File: src/rtl/life_pkg.sv
// Shared types and constants for the Life grid display path.
package life_pkg;

    typedef logic [63:0] grid_t;
    typedef logic [7:0]  row_t;

    typedef enum logic [1:0] {
        SCAN_IDLE,
        SCAN_BLANK,
        SCAN_DRIVE
    } scan_state_t;

    localparam int unsigned GRID_ROWS = 8;

    // Row r of a grid occupies bits [8r+7:8r]; column c is bit 8r+c.
    function automatic row_t grid_row(input grid_t g, input logic [2:0] r);
        return g[{r, 3'b000} +: 8];
    endfunction

endpackage

File: src/rtl/scan_timer.sv
// Loadable down-counter that pulses expire in the last cycle of a loaded interval.
module scan_timer #(
    parameter int unsigned Width = 11
) (
    input  logic             clk,
    input  logic             reset,
    input  logic             load,
    input  logic [Width-1:0] load_val,
    output logic             expire
);

    logic [Width-1:0] cnt_q, cnt_d;

    // Load wins over counting; the count parks at zero once the interval is spent.
    always_comb begin
        cnt_d = cnt_q;
        if (load) begin
            cnt_d = load_val;
        end else if (cnt_q != '0) begin
            cnt_d = cnt_q - Width'(1);
        end
    end

    // Counter register, cleared asynchronously.
    always_ff @(posedge clk or negedge reset) begin
        if (!reset) begin
            cnt_q <= '0;
        end else begin
            cnt_q <= cnt_d;
        end
    end

    // A load of N gives N cycles, the Nth of which sees expire.
    assign expire = (cnt_q == Width'(1));

endmodule

File: src/rtl/life_matrix_scan.sv
// Row-multiplexed 8x8 LED driver with double-buffered generations and a
// frame-count step request back to the evolution datapath.
module life_matrix_scan
    import life_pkg::*;
#(
    parameter int unsigned ROW_CYCLES     = 1024,
    parameter int unsigned BLANK_CYCLES   = 16,
    parameter int unsigned FRAMES_PER_GEN = 30
) (
    input  logic  clk,
    input  logic  reset,
    input  logic  enable,
    input  grid_t grid_in,
    input  logic  grid_valid,
    output row_t  row_sel,
    output row_t  col_data,
    output logic  frame_done,
    output logic  gen_step
);

    localparam int unsigned MaxCycles = (ROW_CYCLES > BLANK_CYCLES) ? ROW_CYCLES : BLANK_CYCLES;
    localparam int unsigned TimerW    = $clog2(MaxCycles + 1);
    localparam int unsigned FcntW     = (FRAMES_PER_GEN > 1) ? $clog2(FRAMES_PER_GEN) : 1;

    scan_state_t      state_q, state_d;
    logic [2:0]       row_q, row_d;
    logic [FcntW-1:0] frame_cnt_q, frame_cnt_d;
    grid_t            pending_q, pending_d;
    logic             pend_vld_q, pend_vld_d;
    grid_t            display_q, display_d;
    row_t             row_sel_q, row_sel_d;
    row_t             col_data_q, col_data_d;
    logic             frame_done_q, frame_done_d;
    logic             gen_step_q, gen_step_d;

    logic              timer_load;
    logic [TimerW-1:0] timer_load_val;
    logic              timer_expire;

    scan_timer #(
        .Width (TimerW)
    ) u_scan_timer (
        .clk      (clk),
        .reset    (reset),
        .load     (timer_load),
        .load_val (timer_load_val),
        .expire   (timer_expire)
    );

    // Scan FSM next state, buffer swaps and registered output values.
    always_comb begin
        state_d        = state_q;
        row_d          = row_q;
        frame_cnt_d    = frame_cnt_q;
        pending_d      = pending_q;
        pend_vld_d     = pend_vld_q;
        display_d      = display_q;
        frame_done_d   = 1'b0;
        gen_step_d     = 1'b0;
        timer_load     = 1'b0;
        timer_load_val = '0;

        unique case (state_q)
            SCAN_IDLE: begin
                if (enable) begin
                    display_d      = pending_q;
                    pend_vld_d     = 1'b0;
                    row_d          = '0;
                    frame_cnt_d    = '0;
                    timer_load     = 1'b1;
                    timer_load_val = TimerW'(BLANK_CYCLES);
                    state_d        = SCAN_BLANK;
                end
            end
            SCAN_BLANK: begin
                if (!enable) begin
                    row_d       = '0;
                    frame_cnt_d = '0;
                    timer_load  = 1'b1;
                    state_d     = SCAN_IDLE;
                end else if (timer_expire) begin
                    timer_load     = 1'b1;
                    timer_load_val = TimerW'(ROW_CYCLES);
                    state_d        = SCAN_DRIVE;
                end
            end
            SCAN_DRIVE: begin
                if (!enable) begin
                    row_d       = '0;
                    frame_cnt_d = '0;
                    timer_load  = 1'b1;
                    state_d     = SCAN_IDLE;
                end else if (timer_expire) begin
                    timer_load     = 1'b1;
                    timer_load_val = TimerW'(BLANK_CYCLES);
                    state_d        = SCAN_BLANK;
                    if (row_q != 3'(GRID_ROWS - 1)) begin
                        row_d = row_q + 3'd1;
                    end else begin
                        // Frame boundary: the only point where the shown grid may change.
                        row_d        = '0;
                        frame_done_d = 1'b1;
                        if (pend_vld_q) begin
                            display_d  = pending_q;
                            pend_vld_d = 1'b0;
                        end
                        if (frame_cnt_q == FcntW'(FRAMES_PER_GEN - 1)) begin
                            gen_step_d  = 1'b1;
                            frame_cnt_d = '0;
                        end else begin
                            frame_cnt_d = frame_cnt_q + FcntW'(1);
                        end
                    end
                end
            end
            default: state_d = SCAN_IDLE;
        endcase

        // Capture after any swap so a strobe on the swap edge stays pending.
        if (grid_valid) begin
            pending_d  = grid_in;
            pend_vld_d = 1'b1;
        end

        // Outputs follow the next state so they line up with it cycle for cycle.
        if (state_d == SCAN_DRIVE) begin
            row_sel_d  = row_t'(1) << row_d;
            col_data_d = grid_row(display_d, row_d);
        end else begin
            row_sel_d  = '0;
            col_data_d = '0;
        end
    end

    // State, buffers and output registers, all cleared asynchronously.
    always_ff @(posedge clk or negedge reset) begin
        if (!reset) begin
            state_q      <= SCAN_IDLE;
            row_q        <= '0;
            frame_cnt_q  <= '0;
            pending_q    <= '0;
            pend_vld_q   <= 1'b0;
            display_q    <= '0;
            row_sel_q    <= '0;
            col_data_q   <= '0;
            frame_done_q <= 1'b0;
            gen_step_q   <= 1'b0;
        end else begin
            state_q      <= state_d;
            row_q        <= row_d;
            frame_cnt_q  <= frame_cnt_d;
            pending_q    <= pending_d;
            pend_vld_q   <= pend_vld_d;
            display_q    <= display_d;
            row_sel_q    <= row_sel_d;
            col_data_q   <= col_data_d;
            frame_done_q <= frame_done_d;
            gen_step_q   <= gen_step_d;
        end
    end

    assign row_sel    = row_sel_q;
    assign col_data   = col_data_q;
    assign frame_done = frame_done_q;
    assign gen_step   = gen_step_q;

endmodule
File: config.mk
export PLATFORM = sky130hd
export DESIGN_NAME = life_matrix_scan
export DESIGN_NICKNAME = d
export VERILOG_FILES = /design/src/rtl/life_pkg.sv /design/src/rtl/scan_timer.sv /design/src/rtl/life_matrix_scan.sv
export SDC_FILE = /design/constraint.sdc
export NUM_CORES = 1
export LEC_CHECK = 0
export ABC_AREA = 1
export CORE_MARGIN = 5
export CORE_UTILIZATION = 40
export DETAILED_ROUTE_END_ITERATION = 16
export GPL_TIMING_DRIVEN = 1
export SLEW_MARGIN = 30
export SYNTH_ARGS = -nofsm -noshare
export SYNTH_HDL_FRONTEND = slang
export SYNTH_SLANG_ARGS = --single-unit
export TNS_END_PERCENT = 50
File: constraint.sdc
create_clock -name clk -period 6.4 [get_ports clk]
set_input_delay 0.64 -clock clk [delete_from_list [all_inputs] [get_ports clk]]
set_output_delay 0.64 -clock clk [all_outputs]
set_load 0.005 [all_outputs]
==> flow_summary.json <==
{
  "htreeDepth": 4,
  "path_class": "flop to flop",
  "intPower_mw": 2.20,
  "slew_violations": 0,
  "io_buffers": 85,
  "clk_pin_slew_worst_paths_ps": 60,
  "r2r-end": "col_data[3]",
  "vias": 6183,
  "crit_fanout": 62,
  "worstPathArrival_ps": 3560,
  "fin_cells": 1312,
  "core_um2": 19600,
  "grt_pass1_vias": 6102,
  "wl_per_cell_um": 13.9,
  "antenna_found_initial": 0,
  "grt_overflow": 0,
  "power_frac_comb": 0.318,
  "clock-sinks": 168,
  "drt_iter0_drc": 305,
  "grt_max_degree": 103,
  "drive_above_1_share": 0.0745,
  "relSlewSlack": 0.434,
  "ys_ff_latch": 168,
  "max_cap_viol_count": 0,
  "gp_congestion": 0.858,
  "die_y_um": 151,
  "ir_worst_vdd_mv": 0.193,
  "fin_crit_ps": 3200,
  "cp.required_ps": 6760,
  "rows": 51,
  "num_io_pins": 86,
  "synth_cell_types": 39,
  "nets": 1115,
  "drc_errors": 0,
  "insertion_delay_ps": 430,
  "hold_viol_final": 0,
  "tns_ps": 0,
  "synth-edff-count": 0,
  "start_util": 0.408,
  "power.density_nw_per_um2": 360,
  "ctsHoldBuffers": 0,
  "synth_ff_type": "dfrtp_1",
  "outcome": "finished clean",
  "clk_path_buf_depth": 2,
  "ys_warn_count": 0,
  "hp-class": "input pin to async pin",
  "startpoint_type": "flop",
  "p_clk_frac": 0.269,
  "ctsResizeCount": 0,
  "p_seq_frac": 0.412,
  "reg2reg_depth": 15,
  "layout_setup_ws_ps": 3200,
  "post-route-util": 0.488,
  "numCtsBuffers": 17,
  "fin_hold_ws_ps": 299,
  "leakage_nw": 5.15,
  "setup_viol": 0,
  "fin_crit_sh": 0.500,
  "cts_root_buf": "clkbuf_16",
  "synth_async_sr_flop_share": 1.00,
  "antenna_cells": 0,
  "vias_per_cell": 4.71,
  "ys_seq_area_frac": 0.525,
  "max_freq_ghz": 0.312,
  "worst_pin_slew_ps": 848,
  "dieArea_um2": 22900,
  "synth_area_per_cell_um2": 8.26,
  "final_cell_mix": "256 x nand2_1, 168 x dfrtp_1, 155 x inv_1, 94 x nor2_1, 83 x clkdlybuf4s50_1",
  "ant_nets": 0,
  "multi_input_area_um2": 2990,
  "syn_to_final_growth_pct": 19.5,
  "place_inst": 1282,
  "p_switching_mw": 1.24,
  "firstDrtPassIters": 4,
  "syn-cell-area_um2": 8000,
  "crit_path_end_kind": "flop",
  "fin_worst_skew_ps": 14.9,
  "nFillCells": 1915,
  "reg2reg_slack_ps": 3200,
  "die_w_um": 151,
  "regArea_um2": 4200,
  "rsz0062_at_grt": "false",
  "syn-instance-count": 969,
  "pre_cts_ws_ps": 3090,
  "grt_pass1_wl_um": 30900,
  "dp_hpwl_um": 12300,
  "postCtsSetupRepairBufs": 0,
  "grt_usage": 0.171,
  "finalWirelength_um": 18200,
  "r2r_start": "state_q[0]",
  "swShare": 0.361,
  "syn-num-nets": 1048,
  "layout_commonest_cell": "nand2_1",
  "tritoncts": "yes"
}
==> sequential cells by signal (all words and copies together), names as in the netlist <==
signal / count
col_data: 8
display_q: 64
frame_cnt_q: 5
frame_done: 1
gen_step: 1
pend_vld_q: 1
pending_q: 64
row_q: 3
row_sel: 8
state_q: 2
u_scan_timer.cnt_q: 11
==> routing by layer <==
layer  part of all wire  vias to the layer above  global-route usage
li1                   -                     3153                   -
met1               0.49                     2912               0.245
met2               0.45                      107               0.258
met3              0.044                       11              0.0368
met4              0.012                        0              0.0544
met5                  0                        -                   0
==> cell families after synthesis <==
logic type / count (synthesis) / share of synthesized area
buf+inv: 205 / 0.101
fa+ha+maj: 11 / 0.0172
simple gates: 417 / 0.221
xor+xnor: 3 / 0.00328
compound gates: 165 / 0.132
flops: 168 / 0.525
==> per-stage QoR <==
step / instance area (um2) / total power, mW
final: 9560 / 3.45
after global placement: 9030 / 2.52
after floorplan: 8000 / 2.26
after detailed placement: 9030 / 2.55
after CTS: 9560 / 3.49
after global routing: 9560 / 3.71
==> cells in the mapped netlist (2+ instances only) <==
master	number	share of area
nand2_1	256	0.12
dfrtp_1	168	0.53
inv_1	155	0.073
nor2_1	94	0.044
o21ai_0	63	0.039
a22oi_1	43	0.040
nand3_1	39	0.024
a21oi_1	32	0.020
clkbuf_1	21	0.0099
buf_2	19	0.012
ha_1	11	0.017
o31ai_2	7	0.011
inv_2	6	0.0028
nand2_2	4	0.0031
nand2_4	4	0.0056
nor2_4	4	0.0056
o21ai_2	4	0.0044
a31oi_1	3	0.0023
buf_4	3	0.0028
nand4_1	3	0.0023
nor2_2	3	0.0023
nor3_1	3	0.0019
a211oi_1	2	0.0019
a21oi_2	2	0.0022
a21oi_4	2	0.0041
nor2_8	2	0.0050
o21ai_1	2	0.0013
o31ai_1	2	0.0019
xor2_1	2	0.0022
==> worst max-delay path by stage <==
stage	from	depth (start not counted)	slack, ps	endpoint
finish	state_q[0]	15	3200	col_data[3]
global route	state_q[0]	15	2800	col_data[1]
CTS	state_q[0]	15	3160	col_data[1]
detailed placement	enable	11	3090	col_data[7]
global placement	enable	13	3170	col_data[7]
floorplan	state_q[0]	12	4380	col_data[5]
==> power by group through the flow <==
stage | sequential, mW | clock, mW | combinational [mW]
detailed placement | 1.44 | 0 | 1.11
global placement | 1.43 | 0 | 1.09
CTS | 1.42 | 0.953 | 1.11
floorplan | 1.41 | 0 | 0.850
global route | 1.45 | 1.00 | 1.26
finish | 1.42 | 0.928 | 1.10
==> worst max-delay path, cell delays in order (launching register included) <==
cell     delay (ps)
dfrtp_1         370
inv_1            80
ha_1            350
nor2_4          140
buf_4           470
inv_2           250
nand2_1         160
inv_1            60
nand2_2          50
buf_4           530
a22oi_1         220
nand2_1         110
nand2_1          50
nand2_1          60
nand3_1         100
nand2_1          80
==> cell type report <==
class / count / share of cell area
clock inverter: 9 / 0.00720
timing repair buffer: 92 / 0.0946
sequential: 168 / 0.440
tap: 265 / 0.0347
clock buffer: 21 / 0.0481
multi-input combinational: 596 / 0.313
inverter: 161 / 0.0632
Note: power is estimated with default switching activity, not from simulation.
